==> src/rtl/sdram_pkg.sv <==
// Shared types for the SDRAM request queue: command record and issue FSM states.
package sdram_pkg;

  localparam int SDRAM_ADDR_W = 22;
  localparam int SDRAM_DATA_W = 128;

  typedef struct packed {
    logic                    write;
    logic [SDRAM_ADDR_W-1:0] addr;
    logic [SDRAM_DATA_W-1:0] data;
  } sdram_cmd_t;

  typedef enum logic [1:0] {
    Q_IDLE,
    Q_WR,
    Q_RD,
    Q_DONE
  } q_state_t;

endpackage

==> src/rtl/sdram_cmd_fifo.sv <==
// Synchronous in-order FIFO of SDRAM commands. Push while full and pop while
// empty are dropped; a simultaneous push and pop leave the level unchanged.
module sdram_cmd_fifo
  import sdram_pkg::*;
#(
  parameter int DEPTH = 4
) (
  input  logic                     iclk,
  input  logic                     ireset,
  input  logic                     ipush,
  input  logic                     ipop,
  input  sdram_cmd_t               ipush_cmd,
  output sdram_cmd_t               ohead,
  output logic                     ofull,
  output logic                     oempty,
  output logic [$clog2(DEPTH):0]   olevel
);

  localparam int PTR_W = $clog2(DEPTH);

  sdram_cmd_t       mem [DEPTH];
  logic [PTR_W-1:0] wr_ptr;
  logic [PTR_W-1:0] rd_ptr;
  logic [PTR_W:0]   level_q;
  logic             push_en;
  logic             pop_en;

  assign ofull   = (level_q == (PTR_W+1)'(DEPTH));
  assign oempty  = (level_q == '0);
  assign olevel  = level_q;
  assign push_en = ipush & ~ofull;
  assign pop_en  = ipop & ~oempty;
  assign ohead   = mem[rd_ptr];

  // Pointer and occupancy bookkeeping; pointers wrap naturally at DEPTH.
  always_ff @(posedge iclk) begin
    if (ireset) begin
      wr_ptr  <= '0;
      rd_ptr  <= '0;
      level_q <= '0;
    end else begin
      if (push_en) wr_ptr <= wr_ptr + 1'b1;
      if (pop_en)  rd_ptr <= rd_ptr + 1'b1;
      case ({push_en, pop_en})
        2'b10:   level_q <= level_q + 1'b1;
        2'b01:   level_q <= level_q - 1'b1;
        default: level_q <= level_q;
      endcase
    end
  end

  // Command storage is data only and needs no reset.
  always_ff @(posedge iclk) begin
    if (push_en) mem[wr_ptr] <= ipush_cmd;
  end

endmodule

==> src/rtl/sdram_request_queue.sv <==
// Buffers user read/write commands and issues them one at a time to
// sdram_controller over a level req/ack handshake, with a per-command watchdog.
module sdram_request_queue
  import sdram_pkg::*;
#(
  parameter int DEPTH   = 4,
  parameter int ADDR_W  = SDRAM_ADDR_W,
  parameter int DATA_W  = SDRAM_DATA_W,
  parameter int TIMEOUT = 1024
) (
  input  logic                    iclk,
  input  logic                    ireset,
  input  logic                    icmd_valid,
  input  logic                    icmd_write,
  input  logic [ADDR_W-1:0]       icmd_address,
  input  logic [DATA_W-1:0]       icmd_data,
  output logic                    ocmd_ready,
  output logic                    orsp_valid,
  output logic [DATA_W-1:0]       orsp_data,
  output logic                    oerror,
  output logic [$clog2(DEPTH):0]  olevel,
  output logic                    owrite_req,
  output logic [ADDR_W-1:0]       owrite_address,
  output logic [DATA_W-1:0]       owrite_data,
  input  logic                    iwrite_ack,
  output logic                    oread_req,
  output logic [ADDR_W-1:0]       oread_address,
  input  logic [DATA_W-1:0]       iread_data,
  input  logic                    iread_ack
);

  localparam int WD_W = $clog2(TIMEOUT);

  q_state_t         state_q;
  q_state_t         state_d;
  sdram_cmd_t       push_cmd;
  sdram_cmd_t       head;
  logic             fifo_full;
  logic             fifo_empty;
  logic             pop;
  logic             rd_done;
  logic             timeout;
  logic             wd_expired;
  logic [WD_W-1:0]  wd_q;
  logic [ADDR_W-1:0] issue_addr;
  logic [DATA_W-1:0] issue_data;

  assign push_cmd.write = icmd_write;
  assign push_cmd.addr  = icmd_address;
  assign push_cmd.data  = icmd_data;
  assign ocmd_ready     = ~fifo_full;

  sdram_cmd_fifo #(.DEPTH(DEPTH)) u_fifo (
    .iclk      (iclk),
    .ireset    (ireset),
    .ipush     (icmd_valid & ocmd_ready),
    .ipop      (pop),
    .ipush_cmd (push_cmd),
    .ohead     (head),
    .ofull     (fifo_full),
    .oempty    (fifo_empty),
    .olevel    (olevel)
  );

  assign wd_expired     = (wd_q == WD_W'(TIMEOUT - 1));
  assign owrite_address = issue_addr;
  assign owrite_data    = issue_data;
  assign oread_address  = issue_addr;

  // Issue FSM state register.
  always_ff @(posedge iclk) begin
    if (ireset) state_q <= Q_IDLE;
    else        state_q <= state_d;
  end

  // Next-state and handshake decode; requests are a pure function of state.
  always_comb begin
    state_d    = state_q;
    pop        = 1'b0;
    owrite_req = 1'b0;
    oread_req  = 1'b0;
    rd_done    = 1'b0;
    timeout    = 1'b0;
    case (state_q)
      Q_IDLE: begin
        if (!fifo_empty) begin
          pop     = 1'b1;
          state_d = head.write ? Q_WR : Q_RD;
        end
      end
      Q_WR: begin
        owrite_req = 1'b1;
        if (iwrite_ack) begin
          state_d = Q_DONE;
        end else if (wd_expired) begin
          timeout = 1'b1;
          state_d = Q_DONE;
        end
      end
      Q_RD: begin
        oread_req = 1'b1;
        if (iread_ack) begin
          rd_done = 1'b1;
          state_d = Q_DONE;
        end else if (wd_expired) begin
          timeout = 1'b1;
          state_d = Q_DONE;
        end
      end
      Q_DONE: begin
        state_d = Q_IDLE;
      end
      default: begin
        state_d = Q_IDLE;
      end
    endcase
  end

  // Issue register: holds the popped command stable for the whole WR/RD state.
  always_ff @(posedge iclk) begin
    if (pop) begin
      issue_addr <= head.addr;
      issue_data <= head.data;
    end
  end

  // Watchdog counts cycles spent in WR/RD and restarts from zero on each entry.
  always_ff @(posedge iclk) begin
    if (ireset)                                  wd_q <= '0;
    else if (state_q == Q_WR || state_q == Q_RD) wd_q <= wd_q + 1'b1;
    else                                         wd_q <= '0;
  end

  // Response and error pulses land in the DONE cycle; read data is held.
  always_ff @(posedge iclk) begin
    if (ireset) begin
      orsp_valid <= 1'b0;
      oerror     <= 1'b0;
      orsp_data  <= '0;
    end else begin
      orsp_valid <= rd_done;
      oerror     <= timeout;
      if (rd_done) orsp_data <= iread_data;
    end
  end

endmodule

==> config.mk <==
export PLATFORM = sky130hd
export DESIGN_NAME = sdram_request_queue
export DESIGN_NICKNAME = d
export VERILOG_FILES = /design/src/rtl/sdram_pkg.sv /design/src/rtl/sdram_cmd_fifo.sv /design/src/rtl/sdram_request_queue.sv
export SDC_FILE = /design/constraint.sdc
export NUM_CORES = 1
export LEC_CHECK = 0
export ABC_AREA = 0
export BUFFER_PORTS_ARGS = -buffer_cell sky130_fd_sc_hd__buf_2
export CAP_MARGIN = 40
export CORE_MARGIN = 4
export CORE_UTILIZATION = 55
export DETAILED_ROUTE_END_ITERATION = 12
export GPL_TIMING_DRIVEN = 0
export PLACE_DENSITY_LB_ADDON = 0.3
export RECOVER_POWER = 25
export SYNTH_ARGS = -nofsm -noshare
export SYNTH_HDL_FRONTEND = slang
export SYNTH_HIERARCHICAL = 1
export SYNTH_SLANG_ARGS = --single-unit
==> constraint.sdc <==
create_clock -name iclk -period 13.33 [get_ports iclk]
set_input_delay 1.9995 -clock iclk [delete_from_list [all_inputs] [get_ports iclk]]
set_output_delay 1.9995 -clock iclk [all_outputs]
set_load 0.01 [all_outputs]
==> results of run 1 <==
==> stage by stage <==
stage,TNS [ns],hold slack (ns),instance area [um^2]
detailed placement,0,0.443,36400
global placement,-8.78,0.439,35900
floorplan,0,0.430,31900
global route,0,0.467,39200
finish,0,0.452,39200
CTS,0,0.451,39300
==> final cells by class <==
| cell class | instances | area [um^2] | area share (%) |
|---|---|---|---|
| Tap cell | 765 | 957 | 2.44 |
| Inverter | 17 | 63.8 | 0.163 |
| Multi-Input combinational cell | 626 | 5650 | 14.4 |
| Buffer | 100 | 578 | 1.47 |
| Sequential cell | 905 | 25700 | 65.5 |
| Clock inverter | 49 | 574 | 1.47 |
| Timing Repair Buffer | 610 | 3280 | 8.37 |
| Clock buffer | 117 | 2370 | 6.05 |
| Antenna cell | 23 | 57.6 | 0.147 |
==> metal layers <==
metal	vias to the layer above	wire length (um)	GRT usage [%]
met5	-	206	0
met3	170	8170	9.82
met1	8883	29100	31.8
met2	745	37700	39.2
li1	7792	-	-
met4	28	2530	8.69
==> cell usage in the layout (no fill, tap or decap), types with 11 or more instances in the layout <==
master / synthesis / layout
a21oi_1: 138 / 138
buf_16: 0 / 14
buf_2: 31 / 490
buf_4: 22 / 22
buf_6: 11 / 11
clkbuf_1: 32 / 187
clkbuf_16: 0 / 88
clkinv_1: 0 / 16
clkinv_2: 0 / 14
dfxtp_1: 151 / 151
diode_2: 0 / 23
edfxtp_1: 754 / 754
inv_1: 17 / 17
mux4_2: 151 / 151
nand2_1: 259 / 259
nor2_1: 14 / 14
==> cell families (layout without fill, tap and decap cells) <==
logic type	Yosys count	in the layout	share of synthesized area, %
fa+ha+maj	11	11	0.454
simple gates	303	303	3.84
buf+inv	117	893	2.01
compound gates	153	153	2.46
mux	153	153	10.7
flops	905	905	80.4
xor+xnor	6	6	0.165
other cells	0	23	0
==> power breakdown <==
part | internal [uW] | switching [uW]
Sequential | 3660 | 157
Combinational | 711 | 940
Clock | 1460 | 1040
==> tightest hold or removal path: stages (launching register included) <==
cell,delay [ns]
dfxtp_1,0.30
nand2_1,0.05
a21oi_1,0.05
==> worst max path at each step <==
stage                          start                  to  slack [ns]
finish              u_fifo/olevel[2]          ocmd_ready        9.57
global route        u_fifo/olevel[2]          ocmd_ready        9.46
CTS                 u_fifo/olevel[2]          ocmd_ready        9.53
detailed placement        icmd_valid  u_fifo/mem[3][134]        9.12
global placement          state_q[0]    u_fifo/olevel[2]       -2.08
floorplan                 state_q[0]    u_fifo/olevel[2]        3.87
==> state kept, by name, indices dropped and copies added, names as in the netlist, named ones only <==
name,flops
oerror,1
oread_address,22
orsp_data,128
orsp_valid,1
owrite_data,128
state_q,2
u_fifo/mem,604
u_fifo/olevel,3
u_fifo/rd_ptr,2
u_fifo/wr_ptr,2
wd_q,10
==> out/summary.txt, run 1 <==
Avg WL per Cell -> 24.2 um
PnR worst setup slack -> 9.57 ns
count leader, synth -> edfxtp_1
relative slew slack -> 35.6%
reg2reg setup slack -> 10.24 ns
Slew @ Worst Pin -> 0.959 ns
Arr. time, crit path -> 1.76 ns
WHS Path Cells -> 2
setup violators final -> 0
Max Freq -> 266 MHz
worst setup path category -> flop to primary output
syn_nets -> 1943
WL final -> 77700 um
post-synthesis average cell area -> 19.4 um^2
Ports -> 592
Initial Util -> 55.5%
cts bufs inserted -> 88
core area -> 57600 um^2
reg2reg start -> state_q[1]
pin count of the biggest net entering global routing -> 53
die width -> 249 um
#FFs+latches synth -> 905
critical path peak fanout -> 6
detailed-route DRC error count -> 0
top post-synthesis cells by area -> edfxtp_1 (71%), mux4_2 (11%), dfxtp_1 (9.5%)
post_cts resized -> 0
number of port buffers -> 591
drt initial violations -> 1320
antenna violations before repair -> 34
CTS Root Cell -> clkbuf_16
clk slew on worst S/H paths -> 0.06 ns
Post-synth EDFFs -> 754
via density per instance -> 5.49
sequential area share after synthesis -> 80.4%
RSZ-0062 raised after global routing -> false
top cell type's share of synthesized area -> 70.9%
DP Worst Slack -> 9.12 ns
Leakage Power -> 0.0137 uW
CP max stage cell -> nor3b_1
Crit path required time -> 11.33 ns
clock latency on the worst-skew pair -> 0.64 ns
CTS tree -> built
layout cells sized above 1 -> 34.2%
Detailed Place HPWL -> 53400 um
Fillers -> 3798
Power Density -> 203 nW/um^2
DIE HEIGHT -> 249 um
vias in the first global route -> 17900
post-synthesis to final-layout area growth -> 22.7%
Tot GR Track Use -> 24.8%
drt pass-1 iters -> 5
Final Cycle Share -> 28.2%
Power, Total -> 7960 uW
net count reported at finish -> 2643
synthesis warning total -> 6
CTS Hold Bufs -> 0
CP Depth -> 3
Worst setup SP type -> flop
global-route wire length before repair -> 114000 um
GRT Residual Overflow -> 0
Synth area leader -> edfxtp_1
Cells after Synth -> 1648
Setup crit end kind -> primary output
Post-synth ARST share -> 0%
Most used DFF post-synth -> edfxtp_1
H-tree lvl count -> 3
Max-cap violations -> 0
crit-path cells -> nor3b_1 -> inv_1 -> buf_2
Final ANT Viol Nets -> 0
detailed-route via count -> 17600
clock buffer depth -> 3
WHS Endpoint -> orsp_data[115]
die area -> 62000 um^2
post-CTS setup buffer count -> 0
Syn Std Cell Area -> 31900 um^2
hold path start -> orsp_data[115]
worst vdd ir -> 0.000142 V
Setup Skew -> 0.0145 ns
Routability Congestion -> 0.945
Hold Crit Class -> flop to flop
critical path's top delay family -> simple AND/OR/NAND/NOR gates
slowest stage delay, CP -> 0.48 ns
fin crit period -> 3.76 ns
CP Buf/Inv Count -> 2
# rows -> 88
worst reg2reg path depth -> 12
Hold Vio Cnt, Final -> 0
Synth top cells by count -> edfxtp_1 (754), nand2_1 (259), dfxtp_1 (151), mux4_2 (151), a21oi_1 (138)
synth unique cells -> 36
final design utilization -> 68.1%
Post-Place Cells -> 3023
R2R Path End -> u_fifo/olevel[2]
Post-Layout Cell Count -> 3212
clk sinks -> 905
status -> complete, no violations
max-slew violation count -> 0
No activity file was read; power rests on OpenSTA's default activity.
==> inputs of run 2 (changes only) <==
--- a/config.mk
+++ b/config.mk
@@ -9,7 +9,7 @@
 export BUFFER_PORTS_ARGS = -buffer_cell sky130_fd_sc_hd__buf_2
 export CAP_MARGIN = 40
 export CORE_MARGIN = 4
-export CORE_UTILIZATION = 55
+export CORE_UTILIZATION = 50
 export DETAILED_ROUTE_END_ITERATION = 12
 export GPL_TIMING_DRIVEN = 0
 export PLACE_DENSITY_LB_ADDON = 0.3
==> constraint.sdc (replaced) <==
create_clock -name iclk -period 3.4 [get_ports iclk]
set_input_delay 0.51 -clock iclk [delete_from_list [all_inputs] [get_ports iclk]]
set_output_delay 0.51 -clock iclk [all_outputs]
set_load 0.01 [all_outputs]
==> out/summary.txt, run 2 (synthesis gave the netlist of run 1 again) <==
Final ANT Viol Nets -> 0
DIE HEIGHT -> 261 um
CP Depth -> 11
clock buffer depth -> 3
clk slew on worst S/H paths -> 0.06 ns
Max-cap violations -> 0
Placed Area -> 36500 um^2
Fillers -> 4608
die area -> 68000 um^2
via density per instance -> 5.37
post-synthesis to final-layout area growth -> 23.0%
register name with the most flops -> u_fifo/mem
crit-path cells -> inv_2 -> ha_4 -> nor2b_4 -> o31ai_1 -> inv_1 -> ha_4 -> inv_2 -> fa_1 -> xor2_1 -> or3_1 -> a21oi_1
Ports -> 592
R2R Path End -> u_fifo/olevel[2]
Setup crit end kind -> flop
slowest stage delay, CP -> 0.73 ns
relative slew slack -> 40.5%
Avg WL per Cell -> 24.8 um
Hold Crit Class -> primary input to flop
clk sinks -> 905
Detailed Place HPWL -> 57400 um
Initial Util -> 50.5%
reg2reg start -> state_q[0]
drt pass-1 iters -> 5
CTS Root Cell -> clkbuf_16
antenna violations before repair -> 32
worst vdd ir -> 0.000605 V
vias in the first global route -> 17700
CP max stage cell -> nor2b_4
CTS tree -> built
cts bufs inserted -> 92
GRT Residual Overflow -> 0
Crit path required time -> 3.95 ns
Tot GR Track Use -> 23.4%
global-route wire length before repair -> 116000 um
fin crit period -> 3.01 ns
Worst setup SP type -> flop
final instance area -> 39300 um^2
H-tree lvl count -> 3
# rows -> 92
core area -> 63200 um^2
crit path to -> u_fifo/olevel[2]
die width -> 261 um
Slew @ Worst Pin -> 0.891 ns
PnR worst setup slack -> 0.392 ns
status -> complete, no violations
critical path peak fanout -> 21
post_cts resized -> 0
drt initial violations -> 1360
commonest non-fill, non-tap cell in the layout -> edfxtp_1
CTS Hold Bufs -> 0
layout cells sized above 1 -> 34.4%
Hold Vio Cnt, Final -> 0
Arr. time, crit path -> 3.56 ns
net count reported at finish -> 2647
Leakage Power -> 0.0137 uW
critical path's top delay family -> simple AND/OR/NAND/NOR gates
Power, Total -> 31200 uW
worst setup path category -> flop to flop
CP Buf/Inv Count -> 3
worst reg2reg path depth -> 11
Final Cycle Share -> 88.5%
Max Freq -> 332 MHz
max-slew violation count -> 0
reg2reg setup slack -> 0.39 ns
Routability Congestion -> 0.880
number of port buffers -> 591
RSZ-0062 raised after global routing -> false
setup violators final -> 0
Worst Setup SP -> state_q[0]
max FFs per register -> 604
detailed-route DRC error count -> 0
WL final -> 81700 um
post-CTS setup buffer count -> 0
DP Worst Slack -> 0.416 ns
detailed-route via count -> 17600
most frequent cells in the layout -> edfxtp_1 (754), buf_2 (490), nand2_1 (259)
clock latency on the worst-skew pair -> 0.63 ns
Setup Skew -> 0.0104 ns
Power Density -> 795 nW/um^2
pin count of the biggest net entering global routing -> 51
==> run 2: power breakdown <==
group	switching, uW	internal [uW]
Clock	4110	5650
Combinational	3680	2810
Sequential	619	14400
==> run 2: area by class of cell <==
cell class / instances / area (um^2) / share of cell area (%)
diodes: 18 / 45.0 / 0.115
plain buffers: 100 / 579 / 1.47
clock buffers: 114 / 2410 / 6.12
clock inverters: 51 / 520 / 1.32
inverters: 17 / 63.8 / 0.162
multi-input cells: 626 / 5670 / 14.4
flip-flops and latches: 905 / 25700 / 65.3
well taps: 846 / 1060 / 2.69
repair buffers: 610 / 3270 / 8.33
==> run 2: worst register-to-register path, cell delays in order (launching register included) <==
cell	delay, ns
dfxtp_1	0.35
inv_2	0.10
ha_4	0.15
nor2b_4	0.73
o31ai_1	0.28
inv_1	0.17
ha_4	0.16
inv_2	0.03
fa_1	0.37
xor2_1	0.16
or3_1	0.30
a21oi_1	0.13
==> run 2: worst min-delay path by stage <==
stage,from,end,slack [ns],cells past startpoint
after global routing,icmd_data[2],u_fifo/mem[2][2],0.09,1
after global placement,wd_q[0],wd_q[0],0.44,1
after floorplan,wd_q[0],wd_q[0],0.43,1
after detailed placement,orsp_data[7],orsp_data[7],0.44,2
final,icmd_data[122],u_fifo/mem[2][122],0.10,1
after CTS,icmd_address[5],u_fifo/mem[2][133],0.04,1
==> run 2: metal layers <==
layer | global-route usage [%] | up-vias | routed length [um]
met3 | 6.84 | 160 | 6960
met5 | 0 | - | 148
met4 | 8.19 | 22 | 2260
met2 | 35.9 | 685 | 39100
met1 | 32.5 | 8986 | 33200
li1 | - | 7792 | -
==> run 2: through the flow <==
stage	util [%]	cells	hold slack, ns	TNS (ns)
after floorplan	-	1648	0.430	-3.22
after global placement	57.0	3085	0.440	-1249.91
after detailed placement	57.7	3104	0.444	0
after CTS	62.4	3269	0.0394	0
after global routing	62.2	3284	0.0918	0
final	62.2	3287	0.103	0
